$ cat src/rtl/updown_game_ctrl.sv
// -----------------------------------------------------------------------------
// updown_game_ctrl
//   Sequencer for the up/down number-guessing game. Draws a target from the
//   free-running LFSR value by rejection sampling into [MIN_VAL, MAX_VAL],
//   accepts player guesses on a valid strobe, issues up/down/correct hints,
//   counts attempts and declares win or loss against MAX_TRIES.
//
// Ports
//   clk          system clock, all state on the rising edge
//   reset        asynchronous active-low reset
//   start        one-cycle request to begin (or restart) a round
//   rnd_in[6:0]  random value, sampled while drawing
//   guess_valid  one-cycle strobe qualifying guess
//   guess[6:0]   player guess
//   drawing      waiting for an in-range random value
//   playing      guesses are accepted
//   hint_up      last in-range guess was below the target
//   hint_down    last in-range guess was above the target
//   correct      last in-range guess equalled the target
//   bad_guess    one-cycle pulse for a guess outside [MIN_VAL, MAX_VAL]
//   attempts     in-range guesses counted this round
//   game_over    round ended (win or lose)
//   win          round ended on a correct guess
//   target       drawn target, visible only while game_over is high
// -----------------------------------------------------------------------------
module updown_game_ctrl #(
    parameter int MIN_VAL   = 1,
    parameter int MAX_VAL   = 100,
    parameter int MAX_TRIES = 7
) (
    input  logic       clk,
    input  logic       reset,
    input  logic       start,
    input  logic [6:0] rnd_in,
    input  logic       guess_valid,
    input  logic [6:0] guess,
    output logic       drawing,
    output logic       playing,
    output logic       hint_up,
    output logic       hint_down,
    output logic       correct,
    output logic       bad_guess,
    output logic [3:0] attempts,
    output logic       game_over,
    output logic       win,
    output logic [6:0] target
);

    localparam logic [6:0] LO    = 7'(MIN_VAL);
    localparam logic [6:0] HI    = 7'(MAX_VAL);
    localparam logic [3:0] TRIES = 4'(MAX_TRIES);

    typedef enum logic [1:0] {IDLE, DRAW, PLAY, DONE} state_t;

    state_t     state;
    logic [6:0] target_q;   // retained across rounds; only exported in DONE

    logic       rnd_ok;
    logic       guess_ok;
    logic       guess_hit;
    logic [3:0] attempts_next;

    assign rnd_ok        = (rnd_in >= LO) && (rnd_in <= HI);
    assign guess_ok      = (guess >= LO) && (guess <= HI);
    assign guess_hit     = (guess == target_q);
    assign attempts_next = attempts + 4'd1;

    always_ff @(posedge clk or negedge reset) begin
        if (!reset) begin
            state     <= IDLE;
            target_q  <= '0;
            drawing   <= 1'b0;
            playing   <= 1'b0;
            hint_up   <= 1'b0;
            hint_down <= 1'b0;
            correct   <= 1'b0;
            bad_guess <= 1'b0;
            attempts  <= '0;
            game_over <= 1'b0;
            win       <= 1'b0;
            target    <= '0;
        end else begin
            // NOTE: non-blocking assignments throughout, so every branch
            // sees the register values from before this edge; the default
            // below is overridden later in the block to make a 1-cycle pulse.
            bad_guess <= 1'b0;

            // start has priority in every state: it aborts any round in
            // progress and any guess strobed in the same cycle is dropped.
            if (start) begin
                state     <= DRAW;
                drawing   <= 1'b1;
                playing   <= 1'b0;
                hint_up   <= 1'b0;
                hint_down <= 1'b0;
                correct   <= 1'b0;
                attempts  <= '0;
                game_over <= 1'b0;
                win       <= 1'b0;
                target    <= '0;
            end else begin
                case (state)
                    DRAW: begin
                        // Rejection sampling keeps the draw uniform over the
                        // range; an out-of-range value just costs a cycle.
                        if (rnd_ok) begin
                            target_q <= rnd_in;
                            state    <= PLAY;
                            drawing  <= 1'b0;
                            playing  <= 1'b1;
                        end
                    end
                    PLAY: begin
                        if (guess_valid) begin
                            if (!guess_ok) begin
                                bad_guess <= 1'b1;
                            end else begin
                                attempts  <= attempts_next;
                                hint_up   <= (guess < target_q);
                                hint_down <= (guess > target_q);
                                correct   <= guess_hit;
                                // Reaching the limit on a miss ends the round;
                                // attempts therefore never exceeds MAX_TRIES.
                                if (guess_hit || (attempts_next >= TRIES)) begin
                                    state     <= DONE;
                                    playing   <= 1'b0;
                                    game_over <= 1'b1;
                                    win       <= guess_hit;
                                    target    <= target_q;
                                end
                            end
                        end
                    end
                    IDLE, DONE: begin
                        // Only start leaves these states; guesses are ignored.
                    end
                    default: state <= IDLE;
                endcase
            end
        end
    end

endmodule
$ cat config.mk
export PLATFORM = sky130hd
export DESIGN_NAME = updown_game_ctrl
export DESIGN_NICKNAME = d
export VERILOG_FILES = /design/src/rtl/updown_game_ctrl.sv
export SDC_FILE = /design/constraint.sdc
export NUM_CORES = 1
export LEC_CHECK = 0
export CAP_MARGIN = 20
export CORE_MARGIN = 1
export CORE_UTILIZATION = 37
export CTS_CLUSTER_SIZE = 28
export DETAILED_ROUTE_END_ITERATION = 12
export PLACE_DENSITY = 0.66
export SETUP_SLACK_MARGIN = 0.3
export SYNTH_ARGS = -nofsm -noshare
export SYNTH_HDL_FRONTEND = slang
export SYNTH_SLANG_ARGS = --single-unit
$ cat constraint.sdc
create_clock -name clk -period 1.6 [get_ports clk]
set_input_delay 0.4 -clock clk [delete_from_list [all_inputs] [get_ports clk]]
set_output_delay 0.4 -clock clk [all_outputs]
set_load 0.005 [all_outputs]
==> impl_results.md <==
* Vias at between 1500 and 2000
* Setup CP Type: reg2reg
* Max cap viols at 0
* Slew HR at 74.6%
* Hold Buf Count CTS at 0
* Max Root-Sink Buffers at 2
* Total CTS buffers at 3
* Skew final at 0.00436 ns
* Crit end category: register
* I/O pins at 37
* Hold WC Path Type: in2reg
* Status: finished, violations left
* Die W at 66.2 um
* IO Port Bufs at 36
* Seq/Total Area, Yosys at between 40 and 50%
* Synth Instances at 146
* Depth of the CTS H-tree at 1
* Util after Layout at 72.2%
* Fill cells at around 280
* Crit path max-delay cell type: dfrtp_1
* Placed cells at 262
* Antenna Nets Post-Route at 0
* Footprint of the multi-input gates at a little over 1000 um^2
* Clock sinks at 28
* DR vias/cell at 5.13
* Final setup vio count at 18
* Peak VDD IR at 0.552 mV
* Grt total ovfl at 0
* Hold Slack at 0.360 ns
* Mapped Nets at approximately 170
* Worst-Skew Late Latency at 0.28 ns
* WL per Instance at 16.0 um
* DRC at 0
* TritonCTS clock tree: built
* Final hold viol count at 0
* FP Rows at 22
* Gp weighted congestion at 0.833
* Post-synthesis register bit count at 28
* Hpwl dp at 2.96 mm
* Worst EP arrival at about 2 ns
* GR Util All Layers at 22.4%
* Unrepaired setup endpoints after global routing: yes
* Vias in the first global route at 1588
* Post-Synthesis Cell Area at 1530 um^2
* Worst Max-Slew Pin Slew at around 0.38 ns
* Crit Reg-Reg Endpoint: target[4]$_DFFE_PN0P_
* Final wirelength at between 4 and 5 mm
* Critical Path Fanout Max at 8
* Starting DRC count in detailed routing at 41
* Pin count of the biggest net entering global routing at 29
* CP cell instances: inv_2 > ha_4 > and3_4 > nand4_1 > and3_4 > nand2b_4 > o311ai_2
* Final Cell Area at 2740 um^2
* Flop2flop setup slack at -0.22 ns
* CTS root buf: clkbuf_8
* Leak at 1.34 nW
* CP max stage delay at between 0.3 and 0.4 ns
* FF-to-FF Start: target_q[5]$_DFFE_PN0P_
* Commonest non-fill, non-tap cells in the layout: 54 x buf_4, 28 x dfrtp_1, 17 x buf_6
* Die Area at ~4400 um^2
* Pins over their slew limit at 0
* Synth Warn # at 0
* Avg Cell Area, Syn at 10.5 um^2
* Layout area overhead at 79.7%
* Peak Freq at 550 MHz
* Fraction of layout cells with a size suffix above 1 at 61.7%
* CP most frequent cell: and3_4
* Die height at 66.2 um
* Critical path endpoint: target[4]$_DFFE_PN0P_
* Final net count at ~280
* Initial core utilization at 40.2%
* First-pass GRT wire length at 7.29 mm
* Path depth of the worst reg2reg path at 7
* Layout Cells excl Fill at 296
* Final worst setup slack at -0.218 ns
* Core area at roughly 3800 um^2
* Fin crit share at 114%
* Storage element area at between 700 and 800 um^2
* Post-DP Area at 2220 um^2
* Antenna diodes at 0
* CP startpoint kind: register
* Failing checks: negative setup slack
* Fin crit period at around 1.8 ns
* Crit path launch: target_q[5]$_DFFE_PN0P_
* Netlist cell types at 36
* PD cells at a little under 900 nW/um^2
* Worst Path Required at 1.79 ns
* Commonest non-fill, non-tap cell in the layout: buf_4
* DRT Pass-1 Iters at 4
* Clk pin slew, worst setup/hold paths at 0.10 ns
* Initial antenna violation count at 0
==> worst min path at each step <==
stage                         from                       to  cells after the start
3_3_place_gp   drawing$_DFFE_PN0P_      drawing$_DFFE_PN0P_                      1
2_1_floorplan                reset  attempts[0]$_DFFE_PN0P_                      0
5_1_grt                  rnd_in[1]  target_q[1]$_DFFE_PN0P_                      2
3_5_place_dp   drawing$_DFFE_PN0P_      drawing$_DFFE_PN0P_                      1
6_report                 rnd_in[1]  target_q[1]$_DFFE_PN0P_                      2
4_1_cts                  rnd_in[1]  target_q[1]$_DFFE_PN0P_                      2
==> report_power, final <==
part | total [mW] | switching [mW] | leakage, nW | internal [mW]
registers | 0.905 | 0.0816 | 0.366 | 0.824
clock network | 0.448 | 0.227 | 0.0288 | 0.221
logic | 1.10 | 0.447 | 0.947 | 0.654
==> Yosys cell counts <==
library cell / n / area share [%]
dfrtp_1: 28 / 46
inv_1: 16 / 3.9
nand2_1: 12 / 3.0
nor2_1: 10 / 2.5
ha_1: 9 / 7.4
mux2_2: 8 / 5.9
o311ai_0: 6 / 3.4
or3b_2: 6 / 3.4
a21oi_1: 5 / 1.6
clkbuf_1: 4 / 0.98
mux2i_1: 4 / 2.6
nor3_1: 4 / 1.3
xnor2_1: 3 / 1.7
a21o_1: 2 / 0.98
a221oi_1: 2 / 1.1
and3_1: 2 / 0.82
nand2b_1: 2 / 0.82
nand3_1: 2 / 0.66
nand3b_1: 2 / 0.98
nor4_1: 2 / 0.82
o21ai_0: 2 / 0.66
a211oi_1: 1 / 0.49
and2_1: 1 / 0.41
and4_1: 1 / 0.57
buf_6: 1 / 0.74
nand4_1: 1 / 0.41
nor3_2: 1 / 0.66
nor4_4: 1 / 1.4
nor4b_1: 1 / 0.57
o21a_1: 1 / 0.49
o2bb2a_1: 1 / 0.66
o311ai_1: 1 / 0.57
o32ai_1: 1 / 0.57
or3b_1: 1 / 0.57
or4_4: 1 / 0.74
xor2_1: 1 / 0.57
==> per-stage QoR <==
step | TNS [ns] | worst slack [ns] | power, mW
final | -2.53 | -0.218 | 2.45
after global routing | -3.54 | -0.288 | 2.57
after CTS | -3.86 | -0.299 | 2.30
after detailed placement | -19.87 | -0.981 | 1.67
after global placement | -17.86 | -0.848 | 1.64
after floorplan | -3.54 | -0.317 | 1.21
==> per-layer routing <==
metal  track usage (%)  part of all wire (%)
met1              24.9                    42
met2              42.7                    54
met3              4.48                   2.8
met4              5.59                   1.1
met5                 0                     0
==> layout make-up <==
class	instances	share of cell area, %
flip-flops and latches	28	25.5
inverters	16	2.19
multi-input cells	97	37.6
well taps	48	2.19
clock buffers	4	2.01
repair buffers	103	30.5
==> registers in the layout (all words and copies together) (netlist names) <==
signal and cells:
game_over 1, win 1, hint_down 1, playing 1
correct 1, target 7, target_q 7, hint_up 1
attempts 4, drawing 1, bad_guess 1, state 2
==> worst max-delay path: cells and delay by family, from the launching register on <==
family	cells	cell delay [ns]
and+or+nand+nor	4	0.77
DFF	1	0.39
adders and majority gates	1	0.26
AOI/OAI and AO/OA	1	0.24
buffers and inverters	1	0.06
==> what timing repair did <==
item | CTS | global route
setup endpoints to repair | 47 | 42
setup buffers | 22 | 8
gates resized for setup | 154 | 32
pin swaps | 20 | 16
==> logic make-up (layout without fill, tap and decap cells) <==
| family | Yosys count | after routing | synth area share, % |
|---|---|---|---|
| AOI/OAI and AO/OA | 22 | 22 | 10.7 |
| xor gates and xnor gates | 4 | 4 | 2.30 |
| adders and majority gates | 9 | 9 | 7.38 |
| buffers and inverters | 21 | 123 | 5.66 |
| DFF | 28 | 28 | 45.9 |
| muxes | 12 | 12 | 8.52 |
| and+or+nand+nor | 50 | 50 | 19.6 |
No activity file was read; power rests on OpenSTA's default activity.
